## config.mk

```make
export PLATFORM = sky130hd
export DESIGN_NAME = instr_encoder
export DESIGN_NICKNAME = d
export VERILOG_FILES = /design/src/rtl/instr_encoder.sv
export SDC_FILE = /design/constraint.sdc
export NUM_CORES = 1
export LEC_CHECK = 0
export ABC_AREA = 1
export BUFFER_PORTS_ARGS = -buffer_cell sky130_fd_sc_hd__buf_4
export CAP_MARGIN = 20
export CORE_MARGIN = 10
export CORE_UTILIZATION = 49
export CTS_CLUSTER_DIAMETER = 50
export CTS_CLUSTER_SIZE = 10
export DETAILED_ROUTE_END_ITERATION = 8
export PLACE_DENSITY = 0.82
export SYNTH_ARGS = -nofsm -noshare
export SYNTH_HDL_FRONTEND = slang
export SYNTH_SLANG_ARGS = --single-unit
export TNS_END_PERCENT = 1
```

## constraint.sdc

```tcl
create_clock -name clk -period 4.95 [get_ports clk]
set_input_delay 0.7425 -clock clk [delete_from_list [all_inputs] [get_ports clk]]
set_output_delay 0.7425 -clock clk [all_outputs]
set_load 0.005 [all_outputs]
```

## src/rtl/instr_encoder.sv

```systemverilog
// Sequential instruction encoder: packs field-level requests into 32-bit decoder-format
// words and writes them in order into instruction memory through a single write port.
module instr_encoder #(
   parameter int ADDR_W = 6
) (
   input  logic              clk,
   input  logic              reset,
   input  logic              clr,
   input  logic              in_valid,
   output logic              in_ready,
   input  logic [1:0]        kind,
   input  logic [3:0]        cond,
   input  logic [3:0]        cmd,
   input  logic              s,
   input  logic              load,
   input  logic [3:0]        rn,
   input  logic [3:0]        rd,
   input  logic [3:0]        rm,
   input  logic [31:0]       imm,
   output logic              mem_we,
   output logic [ADDR_W-1:0] mem_addr,
   output logic [31:0]       mem_wd,
   output logic              full,
   output logic              err
);

   typedef enum logic [1:0] {IDLE, SEARCH, EMIT, ERR} state_t;

   state_t            state;
   logic [ADDR_W-1:0] wr_ptr;

   // request fields kept for the immediate rotation search
   logic [3:0]        l_cond;
   logic [3:0]        l_cmd;
   logic              l_s;
   logic [3:0]        l_rn;
   logic [3:0]        l_rd;
   logic [31:0]       cand;
   logic [3:0]        rot;

   logic              hs;
   logic              direct_ok;
   logic [31:0]       direct_word;
   logic [31:0]       mag;
   logic              hit;
   logic [31:0]       search_word;

   function automatic logic cmd_legal(input logic [3:0] c);
      return (c == 4'b0000) || (c == 4'b0010) || (c == 4'b0100) ||
             (c == 4'b1100) || (c == 4'b1010);
   endfunction

   // CMP always sets flags and has no destination register
   function automatic logic [31:0] dp_word(input logic [3:0]  c_cond,
                                           input logic [3:0]  c_cmd,
                                           input logic        c_s,
                                           input logic [3:0]  c_rn,
                                           input logic [3:0]  c_rd,
                                           input logic        i_bit,
                                           input logic [11:0] op2);
      logic is_cmp;
      is_cmp = (c_cmd == 4'b1010);
      return {c_cond, 2'b00, i_bit, c_cmd, c_s | is_cmp, c_rn,
              is_cmp ? 4'b0000 : c_rd, op2};
   endfunction

   assign in_ready = (state == IDLE) & ~full & ~clr;
   assign hs       = in_valid & in_ready;

   always_comb begin
      mag         = imm[31] ? (~imm + 32'd1) : imm;
      direct_ok   = 1'b0;
      direct_word = '0;
      case (kind)
         2'b00: begin
            direct_ok   = cmd_legal(cmd);
            direct_word = dp_word(cond, cmd, s, rn, rd, 1'b0, {8'h00, rm});
         end
         2'b10: begin
            direct_ok   = (mag <= 32'd4095);
            direct_word = {cond, 2'b01, 1'b0, 1'b1, ~imm[31], 1'b0, 1'b0, load,
                           rn, rd, mag[11:0]};
         end
         2'b11: begin
            direct_ok   = (imm[31:23] == '0) || (imm[31:23] == '1);
            direct_word = {cond, 4'b1010, imm[23:0]};
         end
         default: ;
      endcase
      hit         = (cand[31:8] == '0);
      search_word = dp_word(l_cond, l_cmd, l_s, l_rn, l_rd, 1'b1, {rot, cand[7:0]});
   end

   always_ff @(posedge clk) begin
      if (reset) begin
         state    <= IDLE;
         wr_ptr   <= '0;
         mem_we   <= 1'b0;
         mem_addr <= '0;
         mem_wd   <= '0;
         full     <= 1'b0;
         err      <= 1'b0;
         l_cond   <= '0;
         l_cmd    <= '0;
         l_s      <= 1'b0;
         l_rn     <= '0;
         l_rd     <= '0;
         cand     <= '0;
         rot      <= '0;
      end else begin
         case (state)
            IDLE: begin
               if (clr) begin
                  wr_ptr <= '0;
                  full   <= 1'b0;
                  err    <= 1'b0;
               end else if (hs) begin
                  l_cond <= cond;
                  l_cmd  <= cmd;
                  l_s    <= s;
                  l_rn   <= rn;
                  l_rd   <= rd;
                  cand   <= imm;
                  rot    <= '0;
                  if (kind == 2'b01) begin
                     state <= SEARCH;
                  end else if (direct_ok) begin
                     mem_we   <= 1'b1;
                     mem_addr <= wr_ptr;
                     mem_wd   <= direct_word;
                     state    <= EMIT;
                  end else begin
                     state <= ERR;
                  end
               end
            end
            SEARCH: begin
               // cand holds imm ROL 2*rot; the first fit gives the smallest rotation
               if (hit) begin
                  if (cmd_legal(l_cmd)) begin
                     mem_we   <= 1'b1;
                     mem_addr <= wr_ptr;
                     mem_wd   <= search_word;
                     state    <= EMIT;
                  end else begin
                     state <= ERR;
                  end
               end else if (rot == 4'd15) begin
                  state <= ERR;
               end else begin
                  rot  <= rot + 4'd1;
                  cand <= {cand[29:0], cand[31:30]};
               end
            end
            EMIT: begin
               mem_we <= 1'b0;
               if (&wr_ptr) full <= 1'b1;
               else         wr_ptr <= wr_ptr + ADDR_W'(1);
               state <= IDLE;
            end
            ERR: begin
               err   <= 1'b1;
               state <= IDLE;
            end
            default: state <= IDLE;
         endcase
      end
   end

endmodule

```

Yosys cells after proc, flatten, opt, wreduce, memory -nomap -nowiden
Index checks and enable logic that the tools add are counted.
{"block": "op_classes", "n_eq_ne": 28, "n_lt_le_gt_ge": 1, "shifts": 0, "div": 0, "n_addsub": 3, "bitwise": 9, "reduce_logical": 29, "mul": 0, "n_mux": 51}
{"cell": "2-to-1 mux 32 bit", "count": 11}
{"cell": "one-hot mux 32 bit (2 select lines)", "count": 2}
{"cell": "one-hot mux 32 bit (3 select lines)", "count": 1}
{"cell": "2-to-1 mux 6 bit", "count": 8}
{"cell": "adder 32 x 1 -> 32 bit (second input constant)", "count": 1}
{"cell": "<= comparator 32 x 12 -> 1 bit (second input constant)", "count": 1}
{"cell": "inverter 32 bit", "count": 1}
{"cell": "zero test 24 bit", "count": 1}
{"cell": "2-to-1 mux 4 bit", "count": 6}
{"cell": "one-hot mux 6 bit (2 select lines)", "count": 2}
{"cell": "inequality test 2 bit (second input constant)", "count": 11}
{"cell": "equality test 4 bit (second input constant)", "count": 5}
{"cell": "AND reduction 7 bit", "count": 2}
{"cell": "AND reduction 3 bit", "count": 4}
{"cell": "2-to-1 mux 1 bit", "count": 10}
{"cell": "2-to-1 mux 2 bit", "count": 5}
{"cell": "equality test 9 bit (second input constant)", "count": 1}
{"cell": "zero test 9 bit", "count": 1}
{"cell": "logical OR 1 bit", "count": 9}
{"cell": "equality test 2 bit (second input constant)", "count": 4}
{"cell": "equality test 4 x 2 -> 1 bit (second input constant)", "count": 2}
{"cell": "equality test 4 x 3 -> 1 bit (second input constant)", "count": 2}
{"cell": "zero test 4 bit", "count": 2}
{"cell": "one-hot mux 4 bit (2 select lines)", "count": 1}
{"cell": "other kinds (17)", "count": 28}
{"block": "totals", "mem_bits_rw": 0, "in_bits": 60, "register_bits": 102, "rom_bits": 0, "out_inout_bits": 42, "elab_cells": 135, "latch_bits": 0, "memories": 0}

Logic depth before layout (Yosys ltp)
{"block": "depth", "depth_word": 11, "ltp_mapped": 21, "mapped_depth_nobuf": 19}

Least setup slack after synthesis
OpenSTA, ideal clock, no wires.
{"block": "synth_timing", "kind": "input port to flip-flop", "startpoint": "input port imm[0]", "endpoint": "register mem_addr[0]", "stages": 18, "t_arrival_ps": 2472, "path_buffers": 2, "setup_time_ps": 113, "t_required_ps": 4837, "setup_slack_ps": 2365, "path_cell_list": "inv_1 > ha_1 > nand3_2 > nor2_4 > nand2_2 > nand2_4 > nand2_2 > xor2_1 > nor2_1 > nand2_1 > nor2_2 > nand2_2 > nand2_4 > nand3_4 > buf_6 > buf_2 > nor2_1 > nor2_1"}
{"block": "synth_between", "elab_chain_len": 7}
{"element": "from (decl)", "line_no": "19", "rtl": "input logic [31:0] imm,"}
{"element": "inverter 32 bit", "line_no": "71", "rtl": "mag = imm[31] ? (~imm + 32'd1) : imm;"}
{"element": "adder 32 x 1 -> 32 bit", "line_no": "71"}
{"element": "2-to-1 mux 32 bit *", "line_no": "71"}
{"element": "<= comparator 32 x 12 -> 1 bit *", "line_no": "80", "rtl": "direct_ok = (mag <= 32'd4095);"}
{"element": "one-hot mux 1 bit (3 select lines) *", "line_no": "74", "rtl": "case (kind)"}
{"element": "inequality test 2 bit (no source line) *"}
{"element": "AND reduction 7 bit (no source line) *"}
{"element": "to (signal assigned)", "line_no": "129", "rtl": "mem_addr <= wr_ptr;"}
{"element": "to (signal assigned)", "line_no": "142", "rtl": "mem_addr <= wr_ptr;"}
{"element": "to (decl)", "line_no": "21", "rtl": "output logic [ADDR_W-1:0] mem_addr,"}
Mark *: on every way between the ends. The rest lies on a longest branch, timed or not.
A chain may end at the register's enable or synchronous reset.

Worst setup path after layout
{"block": "layout_timing", "startpoint": "register state[0]", "endpoint": "register mem_wd[18]"}
{"block": "layout_between", "elab_chain_len": 6, "word_cells_on_any_way": 14, "cone_classes": "eq/ne (7); mux (1); bitwise (3); reduce/logical (3)"}
{"element": "from (decl)", "line_no": "29", "rtl": "state_t state;"}
{"element": "from (signal assigned)", "line_no": "96", "rtl": "state <= IDLE;"}
{"element": "from (signal assigned)", "line_no": "126", "rtl": "state <= SEARCH;"}
{"element": "from (signal assigned)", "line_no": "131", "rtl": "state <= EMIT;"}
{"element": "zero test 2 bit", "line_no": "67, 111"}
{"element": "AND 1 bit (2 in a row)", "line_no": "67", "rtl": "assign in_ready = (state == IDLE) & ~full & ~clr;"}
{"element": "AND 1 bit", "line_no": "68", "rtl": "assign hs = in_valid & in_ready;"}
{"element": "inequality test 2 bit (no source line)"}
{"element": "AND reduction 7 bit (no source line)"}
{"element": "to (signal assigned)", "line_no": "130", "rtl": "mem_wd <= direct_word;"}
{"element": "to (signal assigned)", "line_no": "143", "rtl": "mem_wd <= search_word;"}
{"element": "to (decl)", "line_no": "22", "rtl": "output logic [31:0] mem_wd,"}
Several ways; a longest one is shown, not always the timed one.

==> impl_metrics.py <==
metrics = {
    "status": {
        "run_status": "complete, no violations",
    },
    "sta": {
        "finClkSkew_ns": 0.0126,
        "rsz0062_at_grt": "no",
        "hold_viol_final": 0,
        "layout_min_cycle_time_ns": 3.46,
        "fmax_mhz": 289,
        "timing.final.crit_share_pct": 69.9,
        "drv_slew": 0,
        "worst_pin_slew_ns": 0.957,
        "tns_ns": 0,
        "setup_viol": 0,
        "maxSlewHeadroom_pct": 36.1,
        "final.setup.worst_slack_ns": 1.49,
    },
    "placed_design": {
        "dp_cells": 1239,
        "place_congestion": 0.960,
        "dp_hpwl_um": 14000,
        "pre_cts_ws_ns": 1.26,
        "port_buffers": 101,
    },
    "final_layout": {
        "drive_gt1_share_pct": 15.1,
        "layout.nets": 1141,
        "diodes": 0,
        "layout_commonest_cell": "nand2_1",
        "stdcell_count": 1255,
        "final_cell_mix": "nand2_1, inv_1, nor2_1",
        "syn_to_final_growth_pct": 17.2,
    },
    "hold_path": {
        "hp-class": "flip-flop to flip-flop",
        "min_from": "l_cond[2]$_SDFFE_PP0P_",
        "holdPathStages": 2,
        "hold_path_end": "l_cond[2]$_SDFFE_PP0P_",
    },
    "global_routing": {
        "grt_util_all_layers_pct": 21.1,
        "grt_pass1_wl_um": 31100,
        "grt_pass1_vias": 6316,
        "grt_max_degree": 49,
        "overflow": 0,
        "antenna_found_initial": 0,
    },
    "drt": {
        "drtIter0Drc": 783,
        "drt-total-wl_um": 18900,
        "drtAntennaViolNets": 0,
        "wl_per_cell_um": 15.1,
        "routed_via_density": 5.43,
        "drc_errors": 0,
        "detail_route.first_pass.iterations": 5,
        "vias": 6814,
    },
    "clock_network": {
        "clockBufferDepth": 2,
        "cts.hold.buffers_added": 0,
        "post_cts_buffers": 0,
        "cts-htree-levels": 3,
        "path_clk_slew_ns": 0.08,
        "cts_num_sinks": 102,
        "clockRootBuffer": "clkbuf_16",
        "clock_latency_ns": 0.37,
        "cts_resized": 0,
        "numCtsBuffers": 9,
        "cts_tree": "done",
    },
    "die": {
        "floorplan.die_area_sq_mm": 0.0176,
        "start_util_pct": 49.7,
        "die_h_um": 133,
        "die_w_um": 133,
        "io_pins": 102,
        "rows": 41,
        "core_area_sq_mm": 0.0125,
    },
    "power": {
        "total_power_w": 0.00338,
        "ir_worst_vdd_mv": 0.275,
        "power_density_mw_per_mm2": 464,
        "leakagePower_nw": 3.38,
    },
    "setup_path": {
        "cp.arrival_ns": 3.72,
        "reg2reg_depth": 11,
        "worstPathMaxFanout": 34,
        "rr_startpoint": "state[0]$_SDFFE_PP0P_",
        "worst-setup-path-type": "flip-flop to flip-flop",
        "startpoint_type": "flip-flop",
        "rrSetupSlack_ns": 1.49,
        "cp.required_ns": 5.21,
        "r2r_end": "mem_wd[18]$_SDFFE_PP0P_",
        "worst_setup_path_end_kind": "flip-flop",
    },
    "synthesis": {
        "ys.flop_type": "dfxtp_1",
        "async_flop_share_pct": 0,
        "ys_seq_area_share_pct": 32.9,
        "synth_edf_count": 0,
        "syn-num-nets": 1072,
        "syn_avg_cell_area_sq_um": 6.16,
        "ys_ff_latch": 102,
        "yosys_warnings": 0,
        "yosysUniqueCellTypes": 48,
        "netlist_area_sq_mm": 0.00622,
        "syn-instance-count": 1009,
    },
    "job": {
        "cap_violations": 0,
    },
}
## synth_stat cells, types with 2 or more instances
library cell  instances  share of area, %
nand2_4               2              0.36
clkbuf_1             28               1.7
a221oi_1              3              0.42
o21bai_1              2              0.24
o21ai_1               2              0.16
o21ai_0              67               5.4
nor3b_1               2              0.24
o211ai_1              2              0.24
a22oi_1               6              0.72
nor2_1              128               7.7
dfxtp_1             102                33
and3_1                2              0.20
nand3_1              35               2.8
buf_2                13               1.0
o22ai_1               9              0.91
nor4_1                6              0.60
nand4_1              38               3.8
buf_1                 3              0.18
nand2_2              20               2.0
nor2_4                2              0.36
nor3_1               12              0.97
buf_4                 3              0.36
nand2_1             249                15
ha_1                  3              0.60
a31oi_1              29               2.9
o21a_1                2              0.24
nand3_2               3              0.48
inv_1               155               9.4
a21oi_1              51               4.1
o2111ai_1             2              0.28
xor2_1                3              0.42
nor2_2                9              0.91
## per-stage QoR
step	cell area, sq um	hold slack, ns	util, %
global route	7290	0.478	58.2
detailed placement	7010	0.446	56.0
global placement	7010	0.436	56.0
floorplan	6220	0.425	-
finish	7290	0.459	58.2
CTS	7290	0.457	58.2
## per-layer routing
metal	track usage (%)	wire [um]
met1	26.9	8150
met4	6.11	454
met2	34.4	8760
met5	0	0
met3	5.00	1580
## worst max-delay path, cell delays in order (launching register included)
cell and delay (ns):
dfxtp_1 0.36, nor2_1 0.25, inv_1 0.17, nor3_2 0.19, nand2_1 0.59, inv_2 0.44, nor2_1 0.13, nor2_1 0.65
buf_4 0.32, nand4_1 0.11, nand2_1 0.10, nor2_1 0.04
## report_power, final
part / internal, W / switching [W] / total, W
clock network: 0.000349 / 0.000352 / 0.000701
logic: 0.000529 / 0.000944 / 0.00147
registers: 0.00106 / 0.000152 / 0.00121
## registers in the layout, indices dropped and copies added (netlist names)
register	cells
cand	32
state	2
l_s	1
l_rd	4
err	1
full	1
l_cond	4
l_rn	4
mem_we	1
mem_addr	6
l_cmd	4
wr_ptr	6
mem_wd	32
rot	4
## worst max path at each step
stage	slack (ns)	endpoint	start	cells after the start
5_1_grt	1.20	cand[29]$_SDFFE_PP0P_	state[0]$_SDFFE_PP0P_	11
3_3_place_gp	1.25	mem_wd[3]$_SDFFE_PP0P_	imm[0]	18
4_1_cts	1.57	mem_wd[18]$_SDFFE_PP0P_	state[0]$_SDFFE_PP0P_	11
6_report	1.49	mem_wd[18]$_SDFFE_PP0P_	state[0]$_SDFFE_PP0P_	11
3_5_place_dp	1.26	mem_wd[3]$_SDFFE_PP0P_	imm[0]	18
2_1_floorplan	2.36	mem_addr[0]$_SDFFE_PP0P_	imm[0]	18
## cell type report
type | count | area, sq um
Fill cell | 1277 | 5230
Tap cell | 172 | 215
Sequential cell | 102 | 2040
Inverter | 157 | 589
Timing Repair Buffer | 107 | 803
Clock buffer | 10 | 229
Multi-Input combinational cell | 701 | 3360
Clock inverter | 6 | 51.3
## cells by family after synthesis
| group | after synthesis | synth area share [%] |
|---|---|---|
| AOI/OAI and AO/OA | 182 | 16.6 |
| xor gates and xnor gates | 4 | 0.564 |
| adders and majority gates | 3 | 0.604 |
| buffers and inverters | 206 | 13.2 |
| DFF | 102 | 32.9 |
| and+or+nand+nor | 512 | 36.2 |
Note: power is estimated with default switching activity, not from simulation.
